--- src/rtl/ultrasonic_pkg.sv ---
// Shared constants for the ultrasonic ranging path. These are used by the HC-SR04 echo
// emulator and by distance_measurement: state encoding, timing constants and distance
// helpers.
package ultrasonic_pkg;

  // FSM state encoding
  localparam logic [2:0] StIdle     = 3'd0;
  localparam logic [2:0] StTrigHigh = 3'd1;
  localparam logic [2:0] StBurst    = 3'd2;
  localparam logic [2:0] StEcho     = 3'd3;
  localparam logic [2:0] StHoldoff  = 3'd4;

  // Timing at 1 MHz, so one cycle is 1 us
  localparam logic [15:0] TRIG_MIN_CYCLES = 16'd10;
  localparam logic [15:0] BURST_CYCLES    = 16'd200;
  localparam logic [15:0] CYCLES_PER_CM   = 16'd58;
  localparam logic [15:0] TIMEOUT_CYCLES  = 16'd38000;
  localparam logic [15:0] HOLDOFF_CYCLES  = 16'd60000;

  // Valid distance range, inclusive
  localparam logic [8:0] MIN_CM = 9'd2;
  localparam logic [8:0] MAX_CM = 9'd400;

  // d * 58 without a multiplier: 64d - 4d - 2d. The largest 9-bit input fits in 16 bits.
  function automatic logic [15:0] cm_to_cycles(input logic [8:0] d);
    logic [15:0] w;
    w = {7'd0, d};
    return (w << 6) - (w << 2) - (w << 1);
  endfunction

  function automatic logic cm_in_range(input logic [8:0] d);
    return (d >= MIN_CM) && (d <= MAX_CM);
  endfunction

endpackage

--- src/rtl/sync_2ff.sv ---
// Two-flop synchronizer for a single asynchronous level. Resets to 0.
module sync_2ff (
  input  logic i_clk,
  input  logic i_reset_n,
  input  logic i_d,
  output logic o_q
);

  logic r_meta;
  logic r_sync;

  // Capture and re-time the asynchronous input
  always_ff @(posedge i_clk or negedge i_reset_n) begin
    if (!i_reset_n) begin
      r_meta <= 1'b0;
      r_sync <= 1'b0;
    end else begin
      r_meta <= i_d;
      r_sync <= r_meta;
    end
  end

  assign o_q = r_sync;

endmodule

--- src/rtl/hcsr04_echo_emulator.sv ---
// HC-SR04 responder emulator. The trigger pulse is qualified and accepted on its fall. The
// block then waits a fixed burst delay and drives an echo whose width is 58 cycles per cm.
// An out-of-range distance gives a fixed timeout-width echo.
// Optional feature macro ECHO_EMU_HOLDOFF_EN: adds a post-echo retrigger lockout.
module hcsr04_echo_emulator
  import ultrasonic_pkg::*;
(
  input  logic       i_clk,
  input  logic       i_reset_n,
  input  logic       i_trigger,
  input  logic [8:0] i_distance_cm,
  output logic       o_echo,
  output logic       o_busy,
  output logic       o_trig_err,
  output logic       o_out_of_range
);

  logic        w_trig_s;
  logic        w_trig_rise;
  logic        w_in_range;
  logic [15:0] w_width;

  logic        r_trig_prev;
  logic [2:0]  r_state;
  logic [15:0] r_cnt;
  logic [15:0] r_width;
  logic        r_echo;
  logic        r_busy;
  logic        r_trig_err;
  logic        r_oor;

  logic [2:0]  w_state_nxt;
  logic [15:0] w_cnt_nxt;
  logic [15:0] w_width_nxt;
  logic        w_echo_nxt;
  logic        w_busy_nxt;
  logic        w_trig_err_nxt;
  logic        w_oor_nxt;

  sync_2ff u_trig_sync (
    .i_clk     (i_clk),
    .i_reset_n (i_reset_n),
    .i_d       (i_trigger),
    .o_q       (w_trig_s)
  );

  // A trigger that is still high on return to IDLE creates no rising edge here.
  // It must go low and then high again before it counts.
  assign w_trig_rise = w_trig_s & ~r_trig_prev;
  assign w_in_range  = cm_in_range(i_distance_cm);
  assign w_width     = w_in_range ? cm_to_cycles(i_distance_cm) : TIMEOUT_CYCLES;

  // Keep the previous synchronized trigger level for edge detection
  always_ff @(posedge i_clk or negedge i_reset_n) begin
    if (!i_reset_n) r_trig_prev <= 1'b0;
    else            r_trig_prev <= w_trig_s;
  end

  // Next-state logic for trigger qualification, burst delay and echo timing
  always_comb begin
    w_state_nxt    = r_state;
    w_cnt_nxt      = r_cnt;
    w_width_nxt    = r_width;
    w_echo_nxt     = r_echo;
    w_busy_nxt     = r_busy;
    w_trig_err_nxt = 1'b0;
    w_oor_nxt      = r_oor;
    case (r_state)
      StIdle: begin
        if (w_trig_rise) begin
          // The cycle that reveals the rise is the first high cycle, so it counts as one.
          w_state_nxt = StTrigHigh;
          w_cnt_nxt   = 16'd1;
        end
      end
      StTrigHigh: begin
        if (w_trig_s) begin
          if (r_cnt < TRIG_MIN_CYCLES) w_cnt_nxt = r_cnt + 16'd1;
        end else if (r_cnt >= TRIG_MIN_CYCLES) begin
          w_state_nxt = StBurst;
          w_cnt_nxt   = 16'd0;
          w_width_nxt = w_width;
          w_oor_nxt   = ~w_in_range;
          w_busy_nxt  = 1'b1;
        end else begin
          w_state_nxt    = StIdle;
          w_cnt_nxt      = 16'd0;
          w_trig_err_nxt = 1'b1;
        end
      end
      StBurst: begin
        if (r_cnt == BURST_CYCLES - 16'd1) begin
          w_state_nxt = StEcho;
          w_cnt_nxt   = 16'd0;
          w_echo_nxt  = 1'b1;
        end else begin
          w_cnt_nxt = r_cnt + 16'd1;
        end
      end
      StEcho: begin
        if (r_cnt == r_width - 16'd1) begin
          w_echo_nxt = 1'b0;
          w_cnt_nxt  = 16'd0;
`ifdef ECHO_EMU_HOLDOFF_EN
          w_state_nxt = StHoldoff;
`else
          w_state_nxt = StIdle;
          w_busy_nxt  = 1'b0;
          w_oor_nxt   = 1'b0;
`endif
        end else begin
          w_cnt_nxt = r_cnt + 16'd1;
        end
      end
`ifdef ECHO_EMU_HOLDOFF_EN
      StHoldoff: begin
        if (r_cnt == HOLDOFF_CYCLES - 16'd1) begin
          w_state_nxt = StIdle;
          w_cnt_nxt   = 16'd0;
          w_busy_nxt  = 1'b0;
          w_oor_nxt   = 1'b0;
        end else begin
          w_cnt_nxt = r_cnt + 16'd1;
        end
      end
`endif
      default: begin
        w_state_nxt = StIdle;
        w_cnt_nxt   = 16'd0;
        w_echo_nxt  = 1'b0;
        w_busy_nxt  = 1'b0;
        w_oor_nxt   = 1'b0;
      end
    endcase
  end

  // State and registered outputs. Reset drops the echo at once.
  always_ff @(posedge i_clk or negedge i_reset_n) begin
    if (!i_reset_n) begin
      r_state    <= StIdle;
      r_cnt      <= 16'd0;
      r_width    <= 16'd0;
      r_echo     <= 1'b0;
      r_busy     <= 1'b0;
      r_trig_err <= 1'b0;
      r_oor      <= 1'b0;
    end else begin
      r_state    <= w_state_nxt;
      r_cnt      <= w_cnt_nxt;
      r_width    <= w_width_nxt;
      r_echo     <= w_echo_nxt;
      r_busy     <= w_busy_nxt;
      r_trig_err <= w_trig_err_nxt;
      r_oor      <= w_oor_nxt;
    end
  end

  assign o_echo         = r_echo;
  assign o_busy         = r_busy;
  assign o_trig_err     = r_trig_err;
  assign o_out_of_range = r_oor;

endmodule

--- config.mk ---
export PLATFORM = sky130hd
export DESIGN_NAME = hcsr04_echo_emulator
export DESIGN_NICKNAME = d
export VERILOG_FILES = /design/src/rtl/ultrasonic_pkg.sv /design/src/rtl/sync_2ff.sv /design/src/rtl/hcsr04_echo_emulator.sv
export SDC_FILE = /design/constraint.sdc
export NUM_CORES = 1
export LEC_CHECK = 0
export CAP_MARGIN = 10
export CORE_MARGIN = 5
export CORE_UTILIZATION = 30
export DETAILED_ROUTE_END_ITERATION = 7
export GPL_ROUTABILITY_DRIVEN = 0
export GPL_TIMING_DRIVEN = 0
export PLACE_DENSITY = 0.51
export SLEW_MARGIN = 20
export SYNTH_ARGS = -nofsm -noshare
export SYNTH_HDL_FRONTEND = slang
export SYNTH_SLANG_ARGS = --single-unit
--- constraint.sdc ---
create_clock -name i_clk -period 3.06 [get_ports i_clk]
set_input_delay 0.612 -clock i_clk [delete_from_list [all_inputs] [get_ports i_clk]]
set_output_delay 0.612 -clock i_clk [all_outputs]
set_load 0.1 [all_outputs]
==> metrics.txt, run 1 <==
drt initial violations=176; number of max-cap violations=0; final cell count without fillers=589; share of layout cells above drive strength 1=13.7%; cell area after placement=0.00379 sq mm; final critical-path required period=2970 ps; Critical Path Sink Type=flop; static leakage=1.71 nW; buffer type at the clock tree root=clkbuf_16; core area=0.0113 sq mm; Slew Limit Fails=0; drt total wl=9180 microns; pwr dens=382 mW/mm^2; via count=3,108; most used flip-flop cell after synthesis=dfrtp_1; CP Data Arrival Time=3150 ps; number of H-tree levels=2; setup slack after placement=-426 ps; input/output buffers=15; Initial Utilization=30.5%; net count of the finished layout=487; Horiz. Die Dim=117 microns; post-synthesis average cell area=8.37 sq um; net count after synthesis=454; Synth Register Bits=40; required time of the critical path=3240 ps; Tcrit/Tclk final=97.1%; hold buffers post-CTS=0; via count of the first global-routing pass=2,976; CTS buffer count=5; Switching Share=30.5%; initial antenna violation count=0; total track usage=13.9%; Post-Layout Inst Area=0.00421 sq mm; worst clock skew on the final layout=7.87 ps; detailed placer's ending HPWL=6770 microns; worst-path fanout max=5; clock latency at the later pin of the worst-skew pair=290 ps; antenna cells=0; fraction of power consumed by sequential logic=35.8%; Post-Route Hold Slack=210 ps; Async SR Flop Fraction=100%; number of search-and-repair iterations in the first detailed-routing pass=5; Bufs on Longest Clock Path=2; Seq/Total Area, Yosys=29.0%; Area Overhead vs Synth=22.1%; smallest setup slack after layout=88.8 ps; number of setup violations in the final report=0; number of enable-type register cells in the synthesized netlist=0; Clock Sink Count=40; wire length of the first global-routing pass=15,100 microns; routed vias/inst=5.28; I/O pins=16; peak supply drop=292 uV; synthesized area=0.00345 sq mm; Largest register FFs=16; number of warnings reported in the yosys synthesis log=0; count of placed standard cells including taps=571; headroom to the max-slew limit=35.7%; Placement Rows=39; Setup CP Type=primary input to flop; peak clock frequency supported by timing=0.337 GHz; part of the total power dissipated in combinational logic=25.4%; clock transition at the registers of the reported paths=60 ps; maximum number of pins on one net before global-route repair=30; number of distinct library cells after synthesis=57; Clk network pwr share=38.8%; Final Hold Fails=0; instance count of the mapped netlist=412; Avg WL per Cell=15.6 microns; kind of path behind the tightest hold check=primary input to async pin; switching power total=0.000490 W; result of the run=completed; number of nets with antenna violations after detailed routing=0; clock tree from TritonCTS=yes; y dimension of the die=117 microns; largest register by flop count=r_cnt; internal power summed over all cells=0.00112 W; startpoint type of the worst setup path=primary input; gr ovfl total=0; registers with the most flip-flops=r_cnt x16, r_width x15, r_state x2; Die Area=0.0137 sq mm; end-of-flow core utilization=37.2%; Worst Max-Slew Pin Slew=962 ps; DRC violations left=0
-- synthesized netlist by cell type (3+ instances only) --
master / count / area, sq um
nand2_1: 43 / 161
dfrtp_1: 40 / 1000
nor2_1: 37 / 139
ha_1: 26 / 325
xnor2_1: 25 / 219
o21ai_0: 23 / 115
a21oi_1: 22 / 110
inv_1: 22 / 82.6
clkbuf_1: 15 / 56.3
xor2_1: 15 / 131
nor4_1: 13 / 81.3
nor2b_1: 12 / 75.1
nand3_1: 10 / 50.1
nor3_1: 9 / 45.0
nand4_1: 8 / 50.1
o31ai_1: 7 / 52.6
a221o_1: 5 / 50.1
a31oi_1: 5 / 31.3
or3_1: 5 / 31.3
a21o_1: 4 / 30.0
a22o_1: 4 / 35.0
and2_1: 4 / 25.0
fa_1: 4 / 80.1
o211ai_1: 4 / 30.0
o21a_1: 4 / 30.0
a211o_1: 3 / 26.3
nand2b_1: 3 / 18.8
or2_2: 3 / 18.8
-- layout make-up --
class	count	area (sq um)
inverters	22	82.6
plain buffers	17	73.8
well taps	143	179
multi-input cells	333	2460
repair buffers	26	244
fillers	1186	7110
clock buffers	5	125
clock inverters	3	47.5
flip-flops and latches	40	1000
-- power groups by stage --
stage	sequential (W)	combinational [W]	clock, W
after CTS	0.000572	0.000368	0.000635
after floorplan	0.000582	0.000251	0
after detailed placement	0.000583	0.000352	0
after global routing	0.000578	0.000450	0.000656
final	0.000575	0.000408	0.000624
after global placement	0.000583	0.000346	0
-- per-stage QoR --
stage,setup TNS (ps),total power (W)
6_report,0,0.00161
3_3_place_gp,-5160,0.000929
4_1_cts,0,0.00158
5_1_grt,-40.6,0.00168
3_5_place_dp,-4940,0.000935
2_1_floorplan,0,0.000833
-- per-layer routing --
metal | track usage, % | share of wire [%]
met5 | 0 | 0
met4 | 4.36 | 2.1
met3 | 1.95 | 4.3
met2 | 21.0 | 44
met1 | 20.5 | 50
-- worst paths after layout --
check	start	end	slack, ps	cells past startpoint
worst max-delay path	i_distance_cm[3]	r_width[14]	90	10
worst min-delay path	i_reset_n	r_width[6]	210	1
worst max register to register	r_width[1]	r_cnt[4]	130	8
worst min register to register	u_trig_sync.r_meta	u_trig_sync.o_q	360	0
max in group asynchronous	i_reset_n	r_width[15]	2400	2
min in group i_clk	u_trig_sync.r_meta	u_trig_sync.o_q	360	0
-- what timing repair did --
item	in CTS	in global routing
pin swaps	4	8
buffers inserted	3	7
resized for setup	16	26
setup endpoints to repair	22	34
-- cell usage in the layout (no fill, tap or decap), types with 13 or more instances in the layout --
| master | n |
|---|---|
| dfrtp_1 | 40 |
| ha_1 | 21 |
| o21ai_0 | 22 |
| xor2_1 | 15 |
| a21oi_1 | 22 |
| clkbuf_1 | 13 |
| xnor2_1 | 25 |
| inv_1 | 15 |
| nor2_1 | 37 |
| nand2_1 | 43 |
-- worst max-delay path, cell delays in order --
cell	delay, ps
clkdlybuf4s50_1	540
inv_2	90
ha_1	280
ha_1	370
nor3_1	70
a211o_1	340
o31ai_4	310
a31oi_1	150
xnor2_1	160
a22o_1	200
-- kinds of logic after synthesis --
kind of cell | after synthesis | synth area share [%]
and+or+nand+nor | 160 | 23.5
AOI/OAI and AO/OA | 102 | 20.8
xor gates and xnor gates | 40 | 10.2
DFF | 40 | 29.0
buffers and inverters | 39 | 4.46
adders and majority gates | 30 | 11.8
muxes | 1 | 0.326
Note: power is estimated with default switching activity, not from simulation.
==> run 2: changes to the inputs <==
--- a/config.mk
+++ b/config.mk
@@ -6,7 +6,7 @@
 export NUM_CORES = 1
 export LEC_CHECK = 0
 export CAP_MARGIN = 10
-export CORE_MARGIN = 5
+export CORE_MARGIN = 2
 export CORE_UTILIZATION = 30
 export DETAILED_ROUTE_END_ITERATION = 7
 export GPL_ROUTABILITY_DRIVEN = 0
==> run 2 against run 1 <==
Against the previous run: clock skew is 3.0 ps higher; worst setup slack worse by 3.5 ps; global-route usage is 0.88 points higher; combinational power is 3% lower; first-iteration DRC count is 6.8% lower; count of clock-buffer cells in the layout stayed put; wire length is 3.2% lower; critical endpoint is now r_width[13]; highest routed layer unchanged.
==> metrics.txt, run 2 (same netlist as run 1, synthesis figures left out) <==
Bufs on Longest Clock Path=2 (unchanged); gr ovfl total=0 (unchanged); Initial Utilization=30.5% (unchanged); CTS buffer count=5 (unchanged); hold buffers post-CTS=0 (unchanged); number of setup violations in the final report=0 (unchanged); clock transition at the registers of the reported paths=60 ps (about the same); switching power total=0.000475 W (was 0.000490 W); number of H-tree levels=2 (unchanged); Worst R2R Start=r_width[2] (was r_width[1]); peak clock frequency supported by timing=0.336 GHz (was 0.337 GHz); part of the total power dissipated in combinational logic=25.0% (was 25.4%); net count of the finished layout=482 (was 487); buffer type at the clock tree root=clkbuf_16 (unchanged); worst reg2reg path depth=8 (unchanged); final critical-path required period=2970 ps (about the same); Critical Path Sink Type=flop (unchanged); Tcrit/Tclk final=97.2% (was 97.1%); DRC violations left=0 (unchanged); Die Area=0.0124 sq mm (was 0.0137 sq mm); Largest register FFs=16 (unchanged); I/O pins=16 (unchanged); total track usage=14.8% (was 13.9%); CP cell instances=clkdlybuf4s50_1 > inv_2 > fa_1 > ha_4 > o21a_1 > nor4_2 > a21oi_1 > a31o_2 > a31oi_2 > xnor2_1 > a22o_1 (was clkdlybuf4s50_1 > inv_2 > ha_1 > ha_1 > nor3_1 > a211o_1 > o31ai_4 > a31oi_1 > xnor2_1 > a22o_1); detailed placer's ending HPWL=6720 microns (was 6770 microns); result of the run=completed (unchanged); CP Data Arrival Time=3150 ps (about the same); end of the worst register-to-register path=r_cnt[5] (was r_cnt[4]); core area=0.0113 sq mm (unchanged); sequential cell area in the final layout=0.00100 sq mm (about the same); leading cell type in the layout, fill and taps excluded=nand2_1 (unchanged); number of nets with antenna violations after detailed routing=0 (unchanged); input/output buffers=15 (unchanged); Switching Share=30.0% (was 30.5%); wire length of the first global-routing pass=15,000 microns (was 15,100 microns); Post-Route Hold Slack=209 ps (was 210 ps); required time of the critical path=3230 ps (was 3240 ps); fraction of power consumed by sequential logic=36.3% (was 35.8%); Critical Path Max Stage Delay=560 ps (was 540 ps); antenna cells=0 (unchanged); Clk network pwr share=38.8% (about the same); Avg WL per Cell=15.2 microns (was 15.6 microns); Horiz. Die Dim=111 microns (was 117 microns); pwr dens=381 mW/mm^2 (was 382 mW/mm^2); worst clock skew on the final layout=10.9 ps (was 7.87 ps); number of max-cap violations=0 (unchanged); library cell contributing the largest single delay on the critical path=fa_1 (was clkdlybuf4s50_1); registers with the most flip-flops=r_cnt x16, r_width x15, r_state x2 (unchanged); Setup CP Type=primary input to flop (unchanged); static leakage=1.65 nW (was 1.71 nW); flop2flop setup slack=140 ps (was 130 ps); share of layout cells above drive strength 1=13.2% (was 13.7%); peak supply drop=316 uV (was 292 uV); clock tree from TritonCTS=yes (unchanged); area of the multi-input gates=0.00245 sq mm (was 0.00246 sq mm); drt initial violations=164 (was 176); Placement Rows=39 (unchanged); smallest setup slack after layout=85.3 ps (was 88.8 ps); filler instances=1,170 (was 1,186); clock latency at the later pin of the worst-skew pair=290 ps (about the same); maximum number of pins on one net before global-route repair=30 (unchanged); kind of path behind the tightest hold check=primary input to async pin (unchanged); setup slack after placement=-424 ps (was -426 ps); Final Hold Fails=0 (unchanged); via count=3,029 (was 3,108); via count of the first global-routing pass=2,987 (was 2,976); Slew Limit Fails=0 (unchanged); headroom to the max-slew limit=35.0% (was 35.7%); number of search-and-repair iterations in the first detailed-routing pass=4 (was 5); drt total wl=8880 microns (was 9180 microns); largest register by flop count=r_cnt (unchanged); most frequent cells in the layout=nand2_1 (43), dfrtp_1 (39), nor2_1 (37), xnor2_1 (25) (was nand2_1 (43), dfrtp_1 (40), nor2_1 (37), xnor2_1 (25)); internal power summed over all cells=0.00111 W (was 0.00112 W); Worst Max-Slew Pin Slew=972 ps (was 962 ps); startpoint type of the worst setup path=primary input (unchanged); Clock Sink Count=40 (unchanged); worst-path fanout max=5 (unchanged); Area Overhead vs Synth=20.6% (was 22.1%); y dimension of the die=111 microns (was 117 microns); routed vias/inst=5.19 (was 5.28); initial antenna violation count=0 (unchanged)
[run 2: changes by cell type in the layout (fill, tap and decap cells not counted), moves of 3 or more]
| cell | change |
|---|---|
| ha_2 | +3 |
| buf_4 | -5 |
| clkdlybuf4s50_1 | +3 |
| dlymetal6s2s_1 | -3 |
[run 2: repair_timing]
item	4_1_cts	5_1_grt
setup endpoints to repair	25	35
pin swaps	9	6
resized for setup	18	20
setup buffers	3	2
endpoints found under the hold margin	0	0
[run 2: worst max-delay path by stage]
| stage | startpoint | endpoint | slack (ps) | cells past startpoint |
|---|---|---|---|---|
| after floorplan | r_width[1] | r_cnt[2] | 200 | 8 |
| after global placement | i_distance_cm[2] | r_width[14] | -440 | 10 |
| after detailed placement | i_distance_cm[2] | r_width[14] | -420 | 10 |
| after CTS | r_width[1] | r_cnt[15] | -0.09 | 9 |
| after global routing | i_distance_cm[5] | r_width[13] | -6 | 11 |
| final | i_distance_cm[5] | r_width[13] | 90 | 11 |
[run 2: worst max-delay path: cells and delay by family]
family | cells | cell delay [ps]
adders and majority gates | 2 | 790
xor gates and xnor gates | 1 | 80
buffers and inverters | 2 | 590
AOI/OAI and AO/OA | 5 | 920
and+or+nand+nor | 1 | 150
[run 2: cell type report]
| cell class | instances | area share [%] |
|---|---|---|
| plain buffers | 17 | 1.77 |
| clock buffers | 5 | 3.01 |
| clock inverters | 3 | 1.14 |
| inverters | 22 | 1.98 |
| multi-input cells | 333 | 58.9 |
| flip-flops and latches | 40 | 24.1 |
| well taps | 143 | 4.30 |
| repair buffers | 21 | 4.78 |
[run 2: routing by layer]
layer  vias to the layer above  track usage, %  wire [microns]  share of wire [%]
met2                        45            23.6            4060                 46
met3                         7            2.35             311                3.5
li1                       1528               -               -                  -
met5                         -               0               0                  0
met4                         0            2.96              82               0.92
met1                      1449            21.3            4430                 50
[run 2: power by group through the flow]
stage               clock network (W)  registers [W]  logic, W
finish                       0.000615       0.000575  0.000396
global route                 0.000657       0.000579  0.000447
CTS                          0.000632       0.000573  0.000369
detailed placement                  0       0.000583  0.000353
global placement                    0       0.000583  0.000346
floorplan                           0       0.000582  0.000251
[run 2: through the flow]
step / total power (W) / TNS (ps) / instances / util [%] / instance area (sq um)
global route: 0.00168 / -6.24 / 584 / 36.8 / 4160
CTS: 0.00157 / -0.0870 / 582 / 35.8 / 4060
floorplan: 0.000833 / 0 / 412 / - / 3450
finish: 0.00158 / 0 / 584 / 36.8 / 4160
detailed placement: 0.000936 / -6400 / 571 / 33.5 / 3790
global placement: 0.000929 / -5130 / 570 / 33.4 / 3780
